### config.mk
export PLATFORM = sky130hd
export DESIGN_NAME = pipe_stage_reg
export DESIGN_NICKNAME = d
export VERILOG_FILES = /design/src/rtl/pipe_stage_reg.sv
export SDC_FILE = /design/constraint.sdc
export NUM_CORES = 1
export LEC_CHECK = 0
export ABC_AREA = 1
export CAP_MARGIN = 25
export CORE_AREA = 2 2 119 121
export CTS_CLUSTER_DIAMETER = 80
export CTS_CLUSTER_SIZE = 40
export DETAILED_ROUTE_END_ITERATION = 10
export DIE_AREA = 0 0 121 123
export HOLD_SLACK_MARGIN = 0.05
export PLACE_DENSITY = 0.85
export SKIP_LAST_GASP = 1
export SLEW_MARGIN = 5
export SYNTH_ARGS = -nofsm -noshare
export SYNTH_HDL_FRONTEND = slang
export SYNTH_SLANG_ARGS = --single-unit
### constraint.sdc
create_clock -name clk_i -period 8.8 [get_ports clk_i]
set_input_delay 1.76 -clock clk_i [delete_from_list [all_inputs] [get_ports clk_i]]
set_output_delay 1.76 -clock clk_i [all_outputs]
set_load 0.02 [all_outputs]
### src/rtl/pipe_stage_reg.sv
// pipe_stage_reg: parametrised inter-stage pipeline register with valid/ready
// handshake, optional two-entry skid buffer, synchronous flush (bubble insert)
// and a saturating stall-cycle counter for performance debug.
module pipe_stage_reg #(
    parameter int unsigned DATA_W = 64,
    parameter int unsigned CTRL_W = 2,
    parameter int unsigned ADDR_W = 5,
    parameter int unsigned SKID   = 1,
    parameter int unsigned CNT_W  = 16
) (
    input  logic              clk_i,
    input  logic              rst_i,
    input  logic              flush_i,
    input  logic              valid_i,
    output logic              ready_o,
    input  logic [CTRL_W-1:0] ctrl_i,
    input  logic [ADDR_W-1:0] rd_addr_i,
    input  logic [DATA_W-1:0] data_i,
    output logic              valid_o,
    input  logic              ready_i,
    output logic [CTRL_W-1:0] ctrl_o,
    output logic [ADDR_W-1:0] rd_addr_o,
    output logic [DATA_W-1:0] data_o,
    output logic [CNT_W-1:0]  stall_cnt_o
);

    typedef enum logic [1:0] {
        ST_EMPTY = 2'd0,
        ST_ONE   = 2'd1,
        ST_TWO   = 2'd2
    } state_t;

    state_t             r_state;
    state_t             w_state_nxt;
    logic               r_ready;

    logic [CTRL_W-1:0]  r_main_ctrl;
    logic [ADDR_W-1:0]  r_main_addr;
    logic [DATA_W-1:0]  r_main_data;
    logic [CTRL_W-1:0]  r_skid_ctrl;
    logic [ADDR_W-1:0]  r_skid_addr;
    logic [DATA_W-1:0]  r_skid_data;
    logic [CNT_W-1:0]   r_stall_cnt;

    logic               w_valid;
    logic               w_in_xfer;
    logic               w_out_xfer;
    logic               w_load_main_in;
    logic               w_load_main_skid;
    logic               w_load_skid;
    logic               w_clr_ctrl;

    assign w_valid    = (r_state != ST_EMPTY);
    // With the skid buffer ready_o comes straight from a flop; without it the
    // stage can accept whenever the head is leaving or absent.
    assign ready_o    = (SKID != 0) ? r_ready : (!w_valid || ready_i);
    assign w_in_xfer  = valid_i && ready_o;
    assign w_out_xfer = w_valid && ready_i;

    assign valid_o     = w_valid;
    assign ctrl_o      = r_main_ctrl;
    assign rd_addr_o   = r_main_addr;
    assign data_o      = r_main_data;
    assign stall_cnt_o = r_stall_cnt;

    // Next-state and storage-load decode; flush overrides every transfer.
    always_comb begin
        w_state_nxt      = r_state;
        w_load_main_in   = 1'b0;
        w_load_main_skid = 1'b0;
        w_load_skid      = 1'b0;
        w_clr_ctrl       = 1'b0;
        if (flush_i) begin
            w_state_nxt = ST_EMPTY;
            w_clr_ctrl  = 1'b1;
        end else begin
            unique case (r_state)
                ST_EMPTY: begin
                    if (w_in_xfer) begin
                        w_state_nxt    = ST_ONE;
                        w_load_main_in = 1'b1;
                    end
                end
                ST_ONE: begin
                    if (w_in_xfer && w_out_xfer) begin
                        w_load_main_in = 1'b1;
                    end else if (w_in_xfer && (SKID != 0)) begin
                        w_state_nxt = ST_TWO;
                        w_load_skid = 1'b1;
                    end else if (w_out_xfer) begin
                        w_state_nxt = ST_EMPTY;
                        w_clr_ctrl  = 1'b1;
                    end
                end
                ST_TWO: begin
                    if (w_out_xfer) begin
                        w_state_nxt      = ST_ONE;
                        w_load_main_skid = 1'b1;
                    end
                end
                default: begin
                    w_state_nxt = ST_EMPTY;
                    w_clr_ctrl  = 1'b1;
                end
            endcase
        end
    end

    // State register and registered ready (low exactly while two entries are held).
    always_ff @(posedge clk_i or posedge rst_i) begin
        if (rst_i) begin
            r_state <= ST_EMPTY;
            r_ready <= 1'b1;
        end else begin
            r_state <= w_state_nxt;
            r_ready <= (w_state_nxt != ST_TWO);
        end
    end

    // Main register: loads input or skid contents; control cleared on bubbles.
    always_ff @(posedge clk_i or posedge rst_i) begin
        if (rst_i) begin
            r_main_ctrl <= '0;
            r_main_addr <= '0;
            r_main_data <= '0;
        end else begin
            if (w_clr_ctrl) begin
                r_main_ctrl <= '0;
            end else if (w_load_main_in) begin
                r_main_ctrl <= ctrl_i;
            end else if (w_load_main_skid) begin
                r_main_ctrl <= r_skid_ctrl;
            end
            if (w_load_main_in) begin
                r_main_addr <= rd_addr_i;
                r_main_data <= data_i;
            end else if (w_load_main_skid) begin
                r_main_addr <= r_skid_addr;
                r_main_data <= r_skid_data;
            end
        end
    end

    // Skid register: captures the entry accepted while the head is stalled.
    always_ff @(posedge clk_i or posedge rst_i) begin
        if (rst_i) begin
            r_skid_ctrl <= '0;
            r_skid_addr <= '0;
            r_skid_data <= '0;
        end else if (w_load_skid) begin
            r_skid_ctrl <= ctrl_i;
            r_skid_addr <= rd_addr_i;
            r_skid_data <= data_i;
        end
    end

    // Saturating count of cycles where the head is valid but not accepted.
    always_ff @(posedge clk_i or posedge rst_i) begin
        if (rst_i) begin
            r_stall_cnt <= '0;
        end else if (w_valid && !ready_i && (r_stall_cnt != '1)) begin
            r_stall_cnt <= r_stall_cnt + CNT_W'(1);
        end
    end

endmodule

## Word level (Yosys, flattened, before mapping)

Index checks and enable logic that the tools add are counted.

| cells by class | value |
|---|---|
| equal/unequal tests | 4 |
| multiplexer cells | 28 |
| add/subtract/negate cells | 1 |
| reduce and logical (&&, ||, !) cells | 11 |

Operator list:

| cell | number |
|---|---|
| $mux 64 | 2 |
| $mux 2 | 9 |
| $add 16x1->16 const B | 1 |
| $ne 16x16->1 const B | 1 |
| $mux 1 | 12 |
| $mux 5 | 2 |
| $pmux 2 s3 | 1 |
| $logic_and 1x1->1 | 5 |
| $pmux 1 s2 | 2 |
| $reduce_bool 2->1 | 2 |
| $reduce_bool 3->1 | 1 |
| $eq 2x1->1 const B | 1 |
| $eq 2x2->1 const B | 1 |
| $logic_not 2->1 | 1 |
| $ne 2x2->1 const B | 1 |
| $reduce_or 2->1 | 1 |
| $logic_not 1->1 | 1 |

| word-level totals | value |
|---|---|
| bits in registers | 161 |
| output and inout bits | 89 |
| input port bits | 76 |
| logic and storage cells | 53 |

## Longest topological paths before layout

Gate-level depths: netlist of run 1.

| depth | value |
|---|---|
| depth after elaboration | 8 |
| gate-level depth with buffers | 9 |
| depth with buffers taken out | 8 |

## Worst setup path after synthesis of run 1

Ideal clock, no wire load.

| timing | value |
|---|---|
| path kind | input to register |
| start point | input port valid_i |
| end point | register r_main_data[16] (netlist: data_o[16]) |
| stages on the path | 9 |
| required time | 8.683 ns |
| library setup time | 0.117 ns |
| setup slack | 6.049 ns |
| path buffers | 2 |
| data arrival time | 2.635 ns |
| cell sequence | nand2_1 inv_1 nand3_2 buf_6 buf_4 nand2_1 o21ai_0 nand2_1 nand2_1 |

| on the way | value |
|---|---|
| longest elaborated chain between the ends | 6 |
| elaborated cells between the ends (all ways) | 8 |
| classes of those cells | mux: 5; reduce/logical: 3 |

RTL lines:

| what | line | text |
|---|---|---|
| start, declared | 14 | `input logic valid_i,` |
| $logic_and 1x1->1 * | 57 | `assign w_in_xfer = valid_i && ready_o;` |
| $logic_and 1x1->1 | 85 | `if (w_in_xfer && w_out_xfer) begin` |
| $mux 1 | 85 |  |
| $pmux 1 s2 * | 77 | `unique case (r_state)` |
| $mux 1 * | 73 | `if (flush_i) begin` |
| $mux 64 or $reduce_bool 2->1 (tied branches) | n/a |  |
| end signal, assigned | 136 | `r_main_data <= data_i;` |
| end signal, assigned | 139 | `r_main_data <= r_skid_data;` |
| end, declared | 39 | `logic [DATA_W-1:0] r_main_data;` |

Mark *: on every way between the ends. The rest lies on a longest branch, timed or not.
A chain may end at the register's enable or synchronous reset.

## Worst setup path after layout of run 1

| timing | value |
|---|---|
| start point | input port flush_i |
| end point | register r_main_ctrl[0] (netlist: ctrl_o[0]) |

| on the way | value |
|---|---|
| longest elaborated chain between the ends | 3 |
| elaborated cells between the ends (all ways) | 6 |
| classes of those cells | mux: 5; reduce/logical: 1 |

RTL lines:

| what | line | text |
|---|---|---|
| start, declared | 13 | `input logic flush_i,` |
| $mux 1 | 73 |  |
| $mux 2 | 129 | `end else if (w_load_main_in) begin` |
| $mux 2 | 127 | `if (w_clr_ctrl) begin` |
| end signal, assigned | 130 | `r_main_ctrl <= ctrl_i;` |
| end signal, assigned | 132 | `r_main_ctrl <= r_skid_ctrl;` |
| end, declared | 37 | `logic [CTRL_W-1:0] r_main_ctrl;` |

Several ways; a longest one is shown, not always the timed one.

==> metrics.yaml, run 1 <==
fin_area_um2: 9580
p_clk_frac: 0.269
dp_hpwl_mm: 11.0
setup_viol: 0
period_minus_slack_ps: 4420
vias: 6338
power.share.sequential: 0.424
power_frac_comb: 0.308
power_density_nw_per_um2: 278
worst_r2r_path_depth: 9
crit_required_ps: 9100
die_area_um2: 14900
crit_chain: "clkdlybuf4s50_1, nor2_4, nand3_4, o21ai_4, buf_4, inv_2, buf_4, nand3_1, nand2_1"
drc_errors: 0
status: "finished, final reports clean"
instances_no_fill: 1263
worst_pin_slew_ps: 859
arrival_ps: 4720
port_buffers: 164
critPathTopFamily: "buffers and inverters"
cts_inserted_buffers: 17
vdd_drop_max_mv: 0.146
hp-start: "data_o[51]"
grt_overflow: 0
ioPinCount: 165
min_to: "data_o[51]"
worstSetupPathType: "input port to flip-flop"
routed_wl_mm: 17.1
clk_pin_slew_ps: 60
yosys_warnings: 0
ys.flop_type: "dfrtp_1"
hold_viol_final: 0
yosys.area.top_type: "dfrtp_1"
maxCapViolCount: 0
power.net_switching_w: 0.000866
crit_path_start_kind: "input port"
synthesis.nets: 1005
cts_buffer_depth: 2
syn_area_um2: 7340
cts_root_buf: "clkbuf_16"
postCtsSetupBuffers: 0
core_area_um2: 13600
intPower_w: 0.00180
post_cts_resized: 0
nNetsFinal: 1148
slew_viol_final: 0
grt_max_degree: 79
synth_cells: 928
wl_per_cell_um: 13.5
reg2reg_from: "ready_o"
regToRegSetupSlack_ps: 5740
timing.final.ws_setup_ps: 4380
regToRegEndpoint: "ctrl_o[0]"
critPathBufInv: 4
htree_num_levels: 4
grt_pass1_vias: 5797
start_util: 0.539
fill_cells: 1054
via_per_inst: 5.02
cts_hold_buffers: 0
synth_seq_cells: 161
yosysTopAreaCellShare: 0.545
placedInstanceArea_um2: 9010
row_count: 43
fin_skew_ps: 5.74
tns_ps: 0
cpPeakStageDelay_ps: 660
diodes: 0
synth-edff-count: 0
ys_types: 27
grt_first_pass_wirelength_mm: 28.2
max_slew_margin: 0.426
grt_setup_unrepaired: "false"
dp_slack_ps: 3970
yosysSeqAreaShare: 0.549
async_flop_share: 1.00
synthToLayoutAreaGrowth_pct: 30.5
endpoint_kind: "flip-flop"
period_share: 0.502
gr-usage-all-layers: 0.240
netlist_top_cells_area: "dfrtp_1 55%, nand2_1 22%, o21ai_0 9.1%"
crit_fanout: 71
antenna_found_initial: 0
layout-drive-gt1-share: 0.0416
drtAntennaViolNets: 0
drtIter0Drc: 515
globalplace.congestion: 0.844
p_leak_nw: 4.80
cts_tree: "yes"
critPathSlowestCell: "buf_4"
syn_avg_cell_area_um2: 7.91
die_h_um: 123
dpl.cell_count: 1232
dieWidth_um: 121
min_path_cells: 2
cts_num_sinks: 161
cpMostUsedCell: "buf_4"
max_freq_mhz: 226
drtPass1Iterations: 5
hp-class: "flip-flop to flip-flop"
clk_latency_ps: 420
p_sw_frac: 0.325
## cells by family (layout without fill, tap and decap cells)
kind of cell / after synthesis / count (layout) / share of synthesized area
adder cells (fa/ha/maj): 1 / 1 / 0.00170
buffers and inverters: 135 / 290 / 0.0835
AND/OR/NAND/NOR: 475 / 475 / 0.252
flip-flops: 161 / 161 / 0.549
XOR/XNOR: 7 / 7 / 0.00835
AO/OA/AOI/OAI: 149 / 149 / 0.106
## power groups by stage
stage	Sequential, W	Combinational, W	Clock, W
3_3_place_gp	0.00113	0.000793	0
3_5_place_dp	0.00113	0.000826	0
6_report	0.00113	0.000820	0.000716
2_1_floorplan	0.00125	0.000333	0
5_1_grt	0.00116	0.000913	0.000764
4_1_cts	0.00113	0.000830	0.000726
## Yosys cell counts, types with 4 or more instances
master	instances
nand2_1	426
dfrtp_1	160
o21ai_0	134
inv_1	84
nor2_1	21
buf_2	19
nand3_1	15
clkbuf_1	11
buf_4	10
o21ai_1	8
nand4_1	7
buf_6	6
xnor2_1	6
inv_2	4
## cell usage in the layout (no fill, tap or decap), types with 2 or more instances in the layout
cell,count
o211ai_1,2
nand3_1,15
clkdlybuf4s50_1,164
o21ai_4,2
o21ai_1,8
buf_4,5
xnor2_1,6
clkbuf_1,6
nand4_1,7
nor2_1,21
dfrtp_1,160
o21ai_0,134
clkinv_2,2
a21oi_1,2
inv_2,4
clkbuf_16,17
nor2_2,2
bufinv_16,2
clkbuf_8,3
inv_1,83
nand2_1,426
## tightest hold or removal path: cells and delay by family, from the launching register on
family / cells / cell delay, ps
AND/OR/NAND/NOR: 2 / 100
flip-flops: 1 / 340
## how the worst max path moves through the flow
stage	cells past startpoint	from	end	slack, ps
after floorplan	1	rst_i	ctrl_o[0]	2690
after global placement	9	flush_i	ctrl_o[0]	4050
after detailed placement	9	flush_i	ctrl_o[0]	3970
after CTS	9	flush_i	ctrl_o[0]	4420
after global routing	9	flush_i	ctrl_o[1]	4200
final	9	flush_i	ctrl_o[0]	4380
## layer usage
layer	vias to the layer above	track usage	wire [µm]
met5	-	0	0
met4	0	0.0887	334
met3	26	0.0664	1140
li1	3155	-	-
met2	220	0.375	8100
met1	2937	0.323	7510
## sequential cells by signal (all words and copies together), names as in the netlist
signal / cells
r_skid_data: 64
ready_o: 1
ctrl_o: 2
r_skid_ctrl: 2
r_state: 2
rd_addr_o: 5
data_o: 64
r_skid_addr: 5
stall_cnt_o: 16
## layout make-up
type	count	area (µm²)	area share
multi-input combinational	632	2710	0.283
clock buffer	26	489	0.0511
inverter	89	339	0.0354
clock inverter	5	77.6	0.00810
tap	180	225	0.0235
sequential	161	4030	0.421
timing repair buffer	170	1710	0.178
## metrics by stage
stage | hold WS, ps | power (W) | util
5_1_grt | 503 | 0.00283 | 0.704
6_report | 478 | 0.00266 | 0.704
3_3_place_gp | 465 | 0.00192 | 0.660
4_1_cts | 481 | 0.00268 | 0.704
2_1_floorplan | 453 | 0.00159 | -
3_5_place_dp | 465 | 0.00196 | 0.662
No activity file was read; power rests on OpenSTA's default activity.
==> inputs of run 2 (changes only) <==
--- a/config.mk
+++ b/config.mk
@@ -7,13 +7,13 @@
 export LEC_CHECK = 0
 export ABC_AREA = 1
 export CAP_MARGIN = 25
-export CORE_AREA = 2 2 119 121
+export CORE_AREA = 2 2 123 125
 export CTS_CLUSTER_DIAMETER = 80
 export CTS_CLUSTER_SIZE = 40
 export DETAILED_ROUTE_END_ITERATION = 10
-export DIE_AREA = 0 0 121 123
+export DIE_AREA = 0 0 125 127
 export HOLD_SLACK_MARGIN = 0.05
-export PLACE_DENSITY = 0.85
+export PLACE_DENSITY = 0.8
 export SKIP_LAST_GASP = 1
 export SLEW_MARGIN = 5
 export SYNTH_ARGS = -nofsm -noshare
==> constraint.sdc (replaced) <==
create_clock -name clk_i -period 4.3 [get_ports clk_i]
set_input_delay 0.86 -clock clk_i [delete_from_list [all_inputs] [get_ports clk_i]]
set_output_delay 0.86 -clock clk_i [all_outputs]
set_load 0.02 [all_outputs]
==> metrics.yaml, run 2 (synthesis gave the netlist of run 1 again) <==
status: "finished, final reports clean"
power.net_switching_w: 0.00179
synthToLayoutAreaGrowth_pct: 31.5
top_usage_layer: "met2"
crit_fanout: 5
period_minus_slack_ps: 2600
worstSetupPathType: "flip-flop to output pin"
p_clk_frac: 0.284
grtUsageMet2: 0.353
grt_pass1_vias: 6107
max_freq_mhz: 385
core_area_um2: 14400
diodes: 0
routed_wl_mm: 16.9
intPower_w: 0.00377
p_sw_frac: 0.321
cts_num_sinks: 161
crit_required_ps: 3440
endpoint_kind: "output pin"
final_common_cell: "nand2_1"
globalplace.congestion: 0.831
arrival_ps: 1740
clk_pin_slew_ps: 60
via_per_inst: 4.99
placedInstanceArea_um2: 9030
crit_end: "valid_o"
vias: 6332
start_util: 0.509
fin_area_um2: 9660
vdd_drop_max_mv: 0.317
cts_tree: "yes"
ioPinCount: 165
crit_path_start_kind: "flip-flop"
antenna_found_initial: 0
tns_ps: 0
cp-startpoint: "r_state[0]"
reg2reg_from: "ready_o"
mostFrequentLayoutCells: "426 x nand2_1, 164 x clkdlybuf4s50_1, 160 x dfrtp_1"
cts_hold_buffers: 0
gr-usage-all-layers: 0.221
drtIter0Drc: 434
power_frac_comb: 0.302
slew_viol_final: 0
p_leak_nw: 4.83
fin_skew_ps: 6.16
setup_viol: 0
cts_root_buf: "clkbuf_16"
grt_setup_unrepaired: "false"
grt_overflow: 0
row_count: 44
total_power_w: 0.00556
drtAntennaViolNets: 0
regToRegSetupSlack_ps: 2190
port_buffers: 164
max_slew_margin: 0.415
nNetsFinal: 1149
worst_r2r_path_depth: 7
use_met1: 0.295
hp-start: "data_o[34]"
worst_pin_slew_ps: 877
maxCapViolCount: 0
power.share.sequential: 0.414
die_h_um: 127
dieWidth_um: 125
regToRegEndpoint: "ctrl_o[0]"
layout-drive-gt1-share: 0.0479
instances_no_fill: 1269
post_cts_resized: 0
cts_buffer_depth: 2
drtPass1Iterations: 5
power_density_nw_per_um2: 576
hold_viol_final: 0
wl_per_cell_um: 13.3
use_met3: 0.0603
clk_latency_ps: 420
period_share: 0.604
grt_max_degree: 162
cts_inserted_buffers: 17
dpl.cell_count: 1237
postCtsSetupBuffers: 0
die_area_um2: 15900
htree_num_levels: 4
hp-class: "flip-flop to flip-flop"
dp_hpwl_mm: 10.7
drc_errors: 0
grt_first_pass_wirelength_mm: 28.8
[run 2: how the worst min path moves through the flow]
stage	endpoint	slack, ps	depth (start not counted)
final	data_o[34]	480	2
after global routing	data_o[34]	490	2
after CTS	data_o[33]	480	2
after detailed placement	data_o[33]	460	2
after global placement	data_o[34]	460	2
after floorplan	r_skid_addr[0]	450	2
[run 2: per-layer routing]
metal	vias up	wire [µm]
li1	3159	-
met2	162	8020
met5	-	0
met3	19	974
met4	0	229
met1	2992	7650
[run 2: per-stage QoR]
step,setup WS (ps),utilization,hold slack [ps]
global placement,1440,0.626,463
floorplan,1400,-,453
global route,1600,0.670,494
detailed placement,1390,0.626,464
finish,1700,0.670,476
CTS,1690,0.670,480
[run 2: area by class of cell]
type,count,area [µm²]
fill,1183,4770
sequential,161,4030
multi-input combinational,632,2710
timing repair buffer,171,1720
clock buffer,23,498
inverter,89,338
tap,184,230
clock inverter,9,128
[run 2: critical path, stage by stage (launching register included)]
cell	delay (ps)
dfrtp_1	450
inv_1	80
nand2_1	130
clkdlybuf4s50_1	660
[run 2: power groups by stage]
stage               sequential (W)  combinational (W)  clock (W)
floorplan                  0.00256           0.000683          0
global placement           0.00229            0.00164          0
detailed placement         0.00231            0.00169          0
CTS                        0.00230            0.00170    0.00161
global route               0.00236            0.00187    0.00167
finish                     0.00230            0.00168    0.00158
